===== src/rtl/ccd_window_capture.sv =====
// Raw Bayer capture stage: start/stop gating, windowed crop with optional 2x2
// Bayer-preserving decimation, frame counting and raw line/frame geometry.
module ccd_window_capture #(
  parameter int unsigned DATA_W  = 12,
  parameter int unsigned CNT_W   = 16,
  parameter int unsigned FRAME_W = 32
) (
  input  logic               iCLK,
  input  logic               iRST_N,
  input  logic [DATA_W-1:0]  iDATA,
  input  logic               iFVAL,
  input  logic               iLVAL,
  input  logic               iSTART,
  input  logic               iEND,
  input  logic [CNT_W-1:0]   iWIN_X0,
  input  logic [CNT_W-1:0]   iWIN_Y0,
  input  logic [CNT_W-1:0]   iWIN_W,
  input  logic [CNT_W-1:0]   iWIN_H,
  input  logic               iDECIM,
  input  logic               iCLR_ERR,
  output logic [DATA_W-1:0]  oDATA,
  output logic               oDVAL,
  output logic [CNT_W-1:0]   oX_Cont,
  output logic [CNT_W-1:0]   oY_Cont,
  output logic [FRAME_W-1:0] oFrame_Cont,
  output logic               oRUN,
  output logic [CNT_W-1:0]   oLINE_LEN,
  output logic [CNT_W-1:0]   oFRAME_LINES,
  output logic               oLEN_ERR
);

  typedef enum logic [1:0] {
    IDLE       = 2'd0,
    WAIT_FRAME = 2'd1,
    ACTIVE     = 2'd2
  } state_e;

  state_e state_q, state_d;

  logic [DATA_W-1:0]  data_d1_q;
  logic               fval_d1_q, lval_d1_q, fval_d2_q, lval_d2_q;
  logic               run_q, run_d;
  logic [CNT_W-1:0]   x_q, x_d, y_q, y_d;
  logic [CNT_W-1:0]   win_x0_q, win_x0_d, win_y0_q, win_y0_d;
  logic [CNT_W-1:0]   win_w_q, win_w_d, win_h_q, win_h_d;
  logic               decim_q, decim_d;
  logic [DATA_W-1:0]  data_q, data_d;
  logic               dval_q, dval_d;
  logic [CNT_W-1:0]   xo_q, xo_d, yo_q, yo_d;
  logic [FRAME_W-1:0] frame_q, frame_d;
  logic [CNT_W-1:0]   line_len_q, line_len_d, frame_lines_q, frame_lines_d;
  logic               err_q, err_d;

  logic               fval_rise, fval_fall, lval_fall, enter, capture, keep;
  logic               in_x, in_y, decim_e;
  logic [CNT_W-1:0]   x0_e, y0_e, w_e, h_e, y_cur, dx, dy, x_comp, y_comp;

  assign fval_rise = fval_d1_q & ~fval_d2_q;
  assign fval_fall = ~fval_d1_q & fval_d2_q;
  assign lval_fall = ~lval_d1_q & lval_d2_q;

  // On the entry cycle the shadows are not loaded yet, so use the live inputs.
  assign enter   = (state_q == WAIT_FRAME) & run_q & fval_rise;
  assign capture = (state_q == ACTIVE) | enter;
  assign x0_e    = enter ? iWIN_X0 : win_x0_q;
  assign y0_e    = enter ? iWIN_Y0 : win_y0_q;
  assign w_e     = enter ? iWIN_W  : win_w_q;
  assign h_e     = enter ? iWIN_H  : win_h_q;
  assign decim_e = enter ? iDECIM  : decim_q;
  assign y_cur   = fval_rise ? '0 : y_q;

  // Window bounds compared one bit wider so X0+W cannot overflow.
  assign in_x = ({1'b0, x_q} >= {1'b0, x0_e}) &&
                ({1'b0, x_q} < ({1'b0, x0_e} + {1'b0, w_e}));
  assign in_y = ({1'b0, y_cur} >= {1'b0, y0_e}) &&
                ({1'b0, y_cur} < ({1'b0, y0_e} + {1'b0, h_e}));

  assign dx     = x_q - x0_e;
  assign dy     = y_cur - y0_e;
  assign x_comp = decim_e ? CNT_W'({dx[CNT_W-1:2], dx[0]}) : dx;
  assign y_comp = decim_e ? CNT_W'({dy[CNT_W-1:2], dy[0]}) : dy;
  assign keep   = capture & lval_d1_q & in_x & in_y &
                  (~decim_e | (~dx[1] & ~dy[1]));

  always_ff @(posedge iCLK or negedge iRST_N) begin
    if (!iRST_N) begin
      state_q <= IDLE;
    end else begin
      state_q <= state_d;
    end
  end

  always_comb begin
    state_d = state_q;
    unique case (state_q)
      IDLE:       if (run_q) state_d = WAIT_FRAME;
      WAIT_FRAME: begin
        if (!run_q)         state_d = IDLE;
        else if (fval_rise) state_d = ACTIVE;
      end
      ACTIVE:     if (fval_fall) state_d = run_q ? WAIT_FRAME : IDLE;
      default:    state_d = IDLE;
    endcase
  end

  always_comb begin
    run_d         = iEND ? 1'b0 : (iSTART ? 1'b1 : run_q);
    x_d           = x_q;
    y_d           = y_q;
    win_x0_d      = win_x0_q;
    win_y0_d      = win_y0_q;
    win_w_d       = win_w_q;
    win_h_d       = win_h_q;
    decim_d       = decim_q;
    data_d        = data_q;
    dval_d        = keep;
    xo_d          = xo_q;
    yo_d          = yo_q;
    frame_d       = frame_q;
    line_len_d    = line_len_q;
    frame_lines_d = frame_lines_q;
    err_d         = err_q;

    if (lval_fall) begin
      x_d = '0;
    end else if (fval_d1_q & lval_d1_q & (x_q != '1)) begin
      x_d = x_q + CNT_W'(1);
    end

    if (fval_rise) begin
      y_d = '0;
    end else if (lval_fall & (fval_d1_q | fval_d2_q) & (y_q != '1)) begin
      y_d = y_q + CNT_W'(1);
    end

    if (enter) begin
      win_x0_d = iWIN_X0;
      win_y0_d = iWIN_Y0;
      win_w_d  = iWIN_W;
      win_h_d  = iWIN_H;
      decim_d  = iDECIM;
    end

    if (keep) begin
      data_d = data_d1_q;
      xo_d   = x_comp;
      yo_d   = y_comp;
    end

    if (iCLR_ERR) err_d = 1'b0;
    // First line of a frame has no predecessor to compare against.
    if ((state_q == ACTIVE) && lval_fall) begin
      line_len_d = x_q;
      if ((y_q != '0) && (x_q != line_len_q)) err_d = 1'b1;
    end

    if ((state_q == ACTIVE) && fval_fall) begin
      frame_d       = frame_q + FRAME_W'(1);
      frame_lines_d = y_d;
    end
  end

  always_ff @(posedge iCLK or negedge iRST_N) begin
    if (!iRST_N) begin
      data_d1_q     <= '0;
      fval_d1_q     <= 1'b0;
      lval_d1_q     <= 1'b0;
      fval_d2_q     <= 1'b0;
      lval_d2_q     <= 1'b0;
      run_q         <= 1'b0;
      x_q           <= '0;
      y_q           <= '0;
      win_x0_q      <= '0;
      win_y0_q      <= '0;
      win_w_q       <= '0;
      win_h_q       <= '0;
      decim_q       <= 1'b0;
      data_q        <= '0;
      dval_q        <= 1'b0;
      xo_q          <= '0;
      yo_q          <= '0;
      frame_q       <= '0;
      line_len_q    <= '0;
      frame_lines_q <= '0;
      err_q         <= 1'b0;
    end else begin
      data_d1_q     <= iDATA;
      fval_d1_q     <= iFVAL;
      lval_d1_q     <= iLVAL;
      fval_d2_q     <= fval_d1_q;
      lval_d2_q     <= lval_d1_q;
      run_q         <= run_d;
      x_q           <= x_d;
      y_q           <= y_d;
      win_x0_q      <= win_x0_d;
      win_y0_q      <= win_y0_d;
      win_w_q       <= win_w_d;
      win_h_q       <= win_h_d;
      decim_q       <= decim_d;
      data_q        <= data_d;
      dval_q        <= dval_d;
      xo_q          <= xo_d;
      yo_q          <= yo_d;
      frame_q       <= frame_d;
      line_len_q    <= line_len_d;
      frame_lines_q <= frame_lines_d;
      err_q         <= err_d;
    end
  end

  assign oDATA        = data_q;
  assign oDVAL        = dval_q;
  assign oX_Cont      = xo_q;
  assign oY_Cont      = yo_q;
  assign oFrame_Cont  = frame_q;
  assign oRUN         = run_q;
  assign oLINE_LEN    = line_len_q;
  assign oFRAME_LINES = frame_lines_q;
  assign oLEN_ERR     = err_q;

endmodule


===== config.mk =====
export PLATFORM = sky130hd
export DESIGN_NAME = ccd_window_capture
export DESIGN_NICKNAME = d
export VERILOG_FILES = /design/src/rtl/ccd_window_capture.sv
export SDC_FILE = /design/constraint.sdc
export NUM_CORES = 1
export LEC_CHECK = 0
export ABC_AREA = 1
export BUFFER_PORTS_ARGS = -buffer_cell sky130_fd_sc_hd__buf_2
export CAP_MARGIN = 20
export CORE_MARGIN = 5
export CORE_UTILIZATION = 53
export CTS_CLUSTER_DIAMETER = 200
export DETAILED_ROUTE_END_ITERATION = 10
export GPL_TIMING_DRIVEN = 0
export PLACE_DENSITY = 0.83
export SLEW_MARGIN = 20
export SYNTH_ARGS = -nofsm -noshare
export SYNTH_HDL_FRONTEND = slang
export SYNTH_SLANG_ARGS = --single-unit

===== constraint.sdc =====
create_clock -name iCLK -period 4.88 [get_ports iCLK]
set_input_delay 0.732 -clock iCLK [delete_from_list [all_inputs] [get_ports iCLK]]
set_output_delay 0.732 -clock iCLK [all_outputs]
set_load 0.005 [all_outputs]

==> run summary <==
The flow ran to the end, and the final reports show no timing, DRC or antenna violations. The number of antenna diodes in the final layout is 0. The post-synthesis instance area came out at 0.0139 sq mm. After detailed placement, the design holds a cell count of 2,279. The run gives 1 as the H-tree depth.

TritonCTS built the clock tree. The part of the power in combinational logic came out at 46.1%. The pre-antenna-repair detailed-routing pass consisted of 5 iterations. In the final design database the tool counted 2,163 nets. The primary flip-flop cell chosen by synthesis mapping is dfrtp_1. The number of nets handed over by synthesis was 1,928. Maximum count of clock buffers along a single path: 3. From synthesis to final layout, the design area changed by 19.6%.

For the I/O pin total, the log shows 195. The internal power of the cells totals 4.72 mW. The run gives 89 as the largest net degree at the start of global routing. In this run the tool buffered the top-level ports with 194 buffer cells. The synthesized design contains 226 register bits. The chip height works out to 172 microns.

Cell with the largest stage delay on the worst path: fa_1. The placed cell area is 0.0154 sq mm, and the highest net fanout along the worst path is 19. The power density relative to cell area is 473 mW/mm^2, and the clock share of power is 25.8%. The power dissipated by switching net loads is 3.15 mW, and the clock input transition at the sequential cells of the worst setup and hold paths is 0.06 ns.

For the via count of the first global-routing pass, the log shows 12,200. The logs give 53 for the number of distinct library cells after synthesis and 0 for the number of antenna-violating nets in the routed design. The routability congestion estimate from global placement was 0.959. The number of antenna violations at the first check in global routing is 0. Yosys printed 0 warnings. Worst setup path category: reg -> reg.

The tools report the normalized max-slew margin as 63.3%. In the post-route analysis, the smallest setup slack over all paths is 0.244 ns. The number of slew-limit violations in the final report was 0.

Of the total power, the share spent switching nets is 40.0%. The finished layout holds 2,337 standard cells, fillers aside. The maximum vdd ir drop is 0.304 mV, and the wire length per cell is 17.1 microns.

Global routing consumed, over all layers together, 26.3% of the routing resources. The pin slew with the least headroom to its limit came out at 0.545 ns. The final critical path takes up 95.0% of the cycle. The run gives 64.1% as the utilization of the core after routing. For the worst setup path, the data arrival time is 5.10 ns. The final route contains 12,700 vias. For this design the static power due to leakage is 8.99 nW. Global routing finished with a remaining overflow of 0. The die outline width came out at 172 microns.

The tools report the clock tree skew after final layout as 0.00915 ns. The clock net in this run drives a total of 226 sinks. The timing-limited maximum frequency was 216 MHz. Total clock buffers created by CTS: 26. Post-layout minimum cycle time: 4.64 ns. Counting flops with a built-in enable in the synthesized netlist gives 0. Dividing the synthesized area by the synthesized cell count gives 7.95 sq um.

The routed design has 39.8 mm of wire. Once the floorplan was initialized, standard cells occupied 53.6% of the core. The tools report the number of buffers added to fix hold violations after cts as 0.

Most common cell after layout, fill and taps aside: nand2_1. After detailed routing, the number of remaining DRC violations is 0. After detailed routing, the number of vias per cell comes to 5.42. The endpoint required time on the critical path was 5.34 ns. STA classifies the critical path startpoint as a flop. The fraction of registers with async set/reset works out to 100%. The tools report the endpoint class of the critical path as a flop. Critical path's most frequent cell: nand2_1. The path category of the worst min-delay check was in -> async. The setup-violating endpoint count in the final report was 0. Synthesized netlist cell count: 1,748.

The run gives 30.6 mm as the detailed-placement wirelength estimate. The run gives 0.0166 sq mm as the area of all placed cells without fillers. The run gives 0 as the final number of hold-violating endpoints. The first global-routing pass estimated 62.9 mm of wire. Hold is met by 0.130 ns. The die covers 0.0296 sq mm. In the final layout, the share of cells above drive strength 1 is 18.6%. In this run, the number of DRC markers left after iteration 0 of detailed routing was 1,149.

The tools report the portion of total power attributed to sequential cells as 28.1%. The run gives 59 as the site row count. Summing the sequential cell areas from Yosys gives 40.7% of the chip area. The root buffer selected by CTS was clkbuf_16.

The later pin in the worst-skew pair is clocked with a latency of 0.53 ns. After floorplanning, the core was sized to cover 0.0259 sq mm. At the placement stage, the worst setup path has a slack of -1.61 ns. The library cells used most frequently in the layout, excluding fill and tap cells, are 434 x nand2_1, 225 x dfrtp_1, 224 x inv_1, 197 x buf_2, 154 x nand3_1. The maximum single-stage delay on the critical path was 0.42 ns; the number of maximum-capacitance violations was 0.
==> path summary, 6_finish.rpt <==
| check | to | startpoint | slack (ns) | cells past startpoint |
|---|---|---|---|---|
| hold reg to reg | lval_d2_q$_DFF_PN0_ | lval_d1_q$_DFF_PN0_ | 0.42 | 0 |
| max in group asynchronous | y_q[0]$_DFF_PN0_ | iRST_N | 3.92 | 2 |
| hold / removal | oLINE_LEN[12]$_DFFE_PN0P_ | iRST_N | 0.13 | 1 |
| setup / recovery | oY_Cont[3]$_DFFE_PN0P_ | oRUN$_DFFE_PN0P_ | 0.24 | 27 |
| setup reg to reg | oY_Cont[3]$_DFFE_PN0P_ | oRUN$_DFFE_PN0P_ | 0.24 | 27 |
| min in group iCLK | data_d1_q[11]$_DFF_PN0_ | iDATA[11] | 0.31 | 1 |
==> power by group through the flow <==
stage	combinational, mW	sequential, mW	clock [mW]
after CTS	3.45	2.21	2.07
after floorplan	2.49	2.22	0
after detailed placement	3.32	2.25	0
after global routing	4.03	2.24	2.15
final	3.62	2.21	2.03
after global placement	3.22	2.23	0
==> what timing repair did <==
item,4_1_cts,5_1_grt
resized for setup,51,41
cloned,0,3
setup buffers,7,2
endpoints found under the setup margin,45,45
pin swaps,6,8
==> cells by family after synthesis <==
family	count (synthesis)	share of synthesized area, %
xor+xnor	83	5.23
flops	226	40.7
simple gates	824	26.2
compound gates	220	8.78
buf+inv	268	7.70
fa+ha+maj	96	8.86
mux	31	2.49
==> per-layer routing <==
| metal | up-vias | GRT usage (%) | part of all wire [%] |
|---|---|---|---|
| met5 | - | 0 | 0 |
| li1 | 6191 | - | - |
| met3 | 64 | 3.64 | 6.8 |
| met4 | 0 | 7.45 | 2.8 |
| met1 | 5968 | 38.1 | 45 |
| met2 | 437 | 41.9 | 46 |
==> per-stage QoR <==
| stage | setup TNS, ns | total power, mW |
|---|---|---|
| floorplan | 0 | 4.71 |
| global placement | -249.16 | 5.46 |
| detailed placement | -70.03 | 5.56 |
| CTS | 0 | 7.73 |
| global route | -0.0949 | 8.42 |
| finish | 0 | 7.86 |
==> sequential cells by signal (all words and copies together), names as in the netlist, 2 cells and up <==
register	count
x_q	16
oY_Cont	16
oDATA	12
win_h_q	16
state_q	2
y_q	16
data_d1_q	12
win_w_q	16
oFRAME_LINES	16
win_y0_q	16
oFrame_Cont	32
win_x0_q	16
oX_Cont	16
oLINE_LEN	16
==> worst max-delay path, delay by kind of cell, from the launching register on <==
kind            cells  cell delay [ns]
buf+inv             5             0.78
xor+xnor            1             0.16
fa+ha+maj           3             0.86
mux                 1             0.26
flops               1             0.40
simple gates       12             1.35
compound gates      5             0.76
==> layout make-up <==
| class | count | area, sq um |
|---|---|---|
| buffer | 37 | 289 |
| clock buffer | 34 | 712 |
| clock inverter | 13 | 178 |
| fill | 2201 | 9290 |
| inverter | 230 | 863 |
| multi-input combinational | 1254 | 7350 |
| sequential | 226 | 5660 |
| tap | 335 | 419 |
| timing repair buffer | 208 | 1150 |
==> synthesized netlist by cell type (all sizes together), types with 4 or more instances <==
| master | n | area (sq um) |
|---|---|---|
| a211oi | 6 | 45.0 |
| a21boi | 4 | 30.0 |
| a21o | 6 | 45.0 |
| a21oi | 81 | 405 |
| a31oi | 4 | 25.0 |
| buf | 17 | 128 |
| clkbuf | 21 | 78.8 |
| dfrtp | 226 | 5660 |
| fa | 4 | 80.1 |
| ha | 92 | 1150 |
| inv | 229 | 860 |
| mux2 | 29 | 327 |
| nand2 | 449 | 1730 |
| nand3 | 157 | 801 |
| nand3b | 5 | 37.5 |
| nand4 | 29 | 196 |
| nor2 | 116 | 498 |
| nor3 | 42 | 210 |
| nor4 | 12 | 81.3 |
| o21a | 5 | 37.5 |
| o21ai | 98 | 502 |
| o21bai | 5 | 37.5 |
| or2 | 8 | 50.1 |
| xnor2 | 34 | 298 |
| xor2 | 49 | 429 |
No activity file was read; power rests on OpenSTA's default activity.
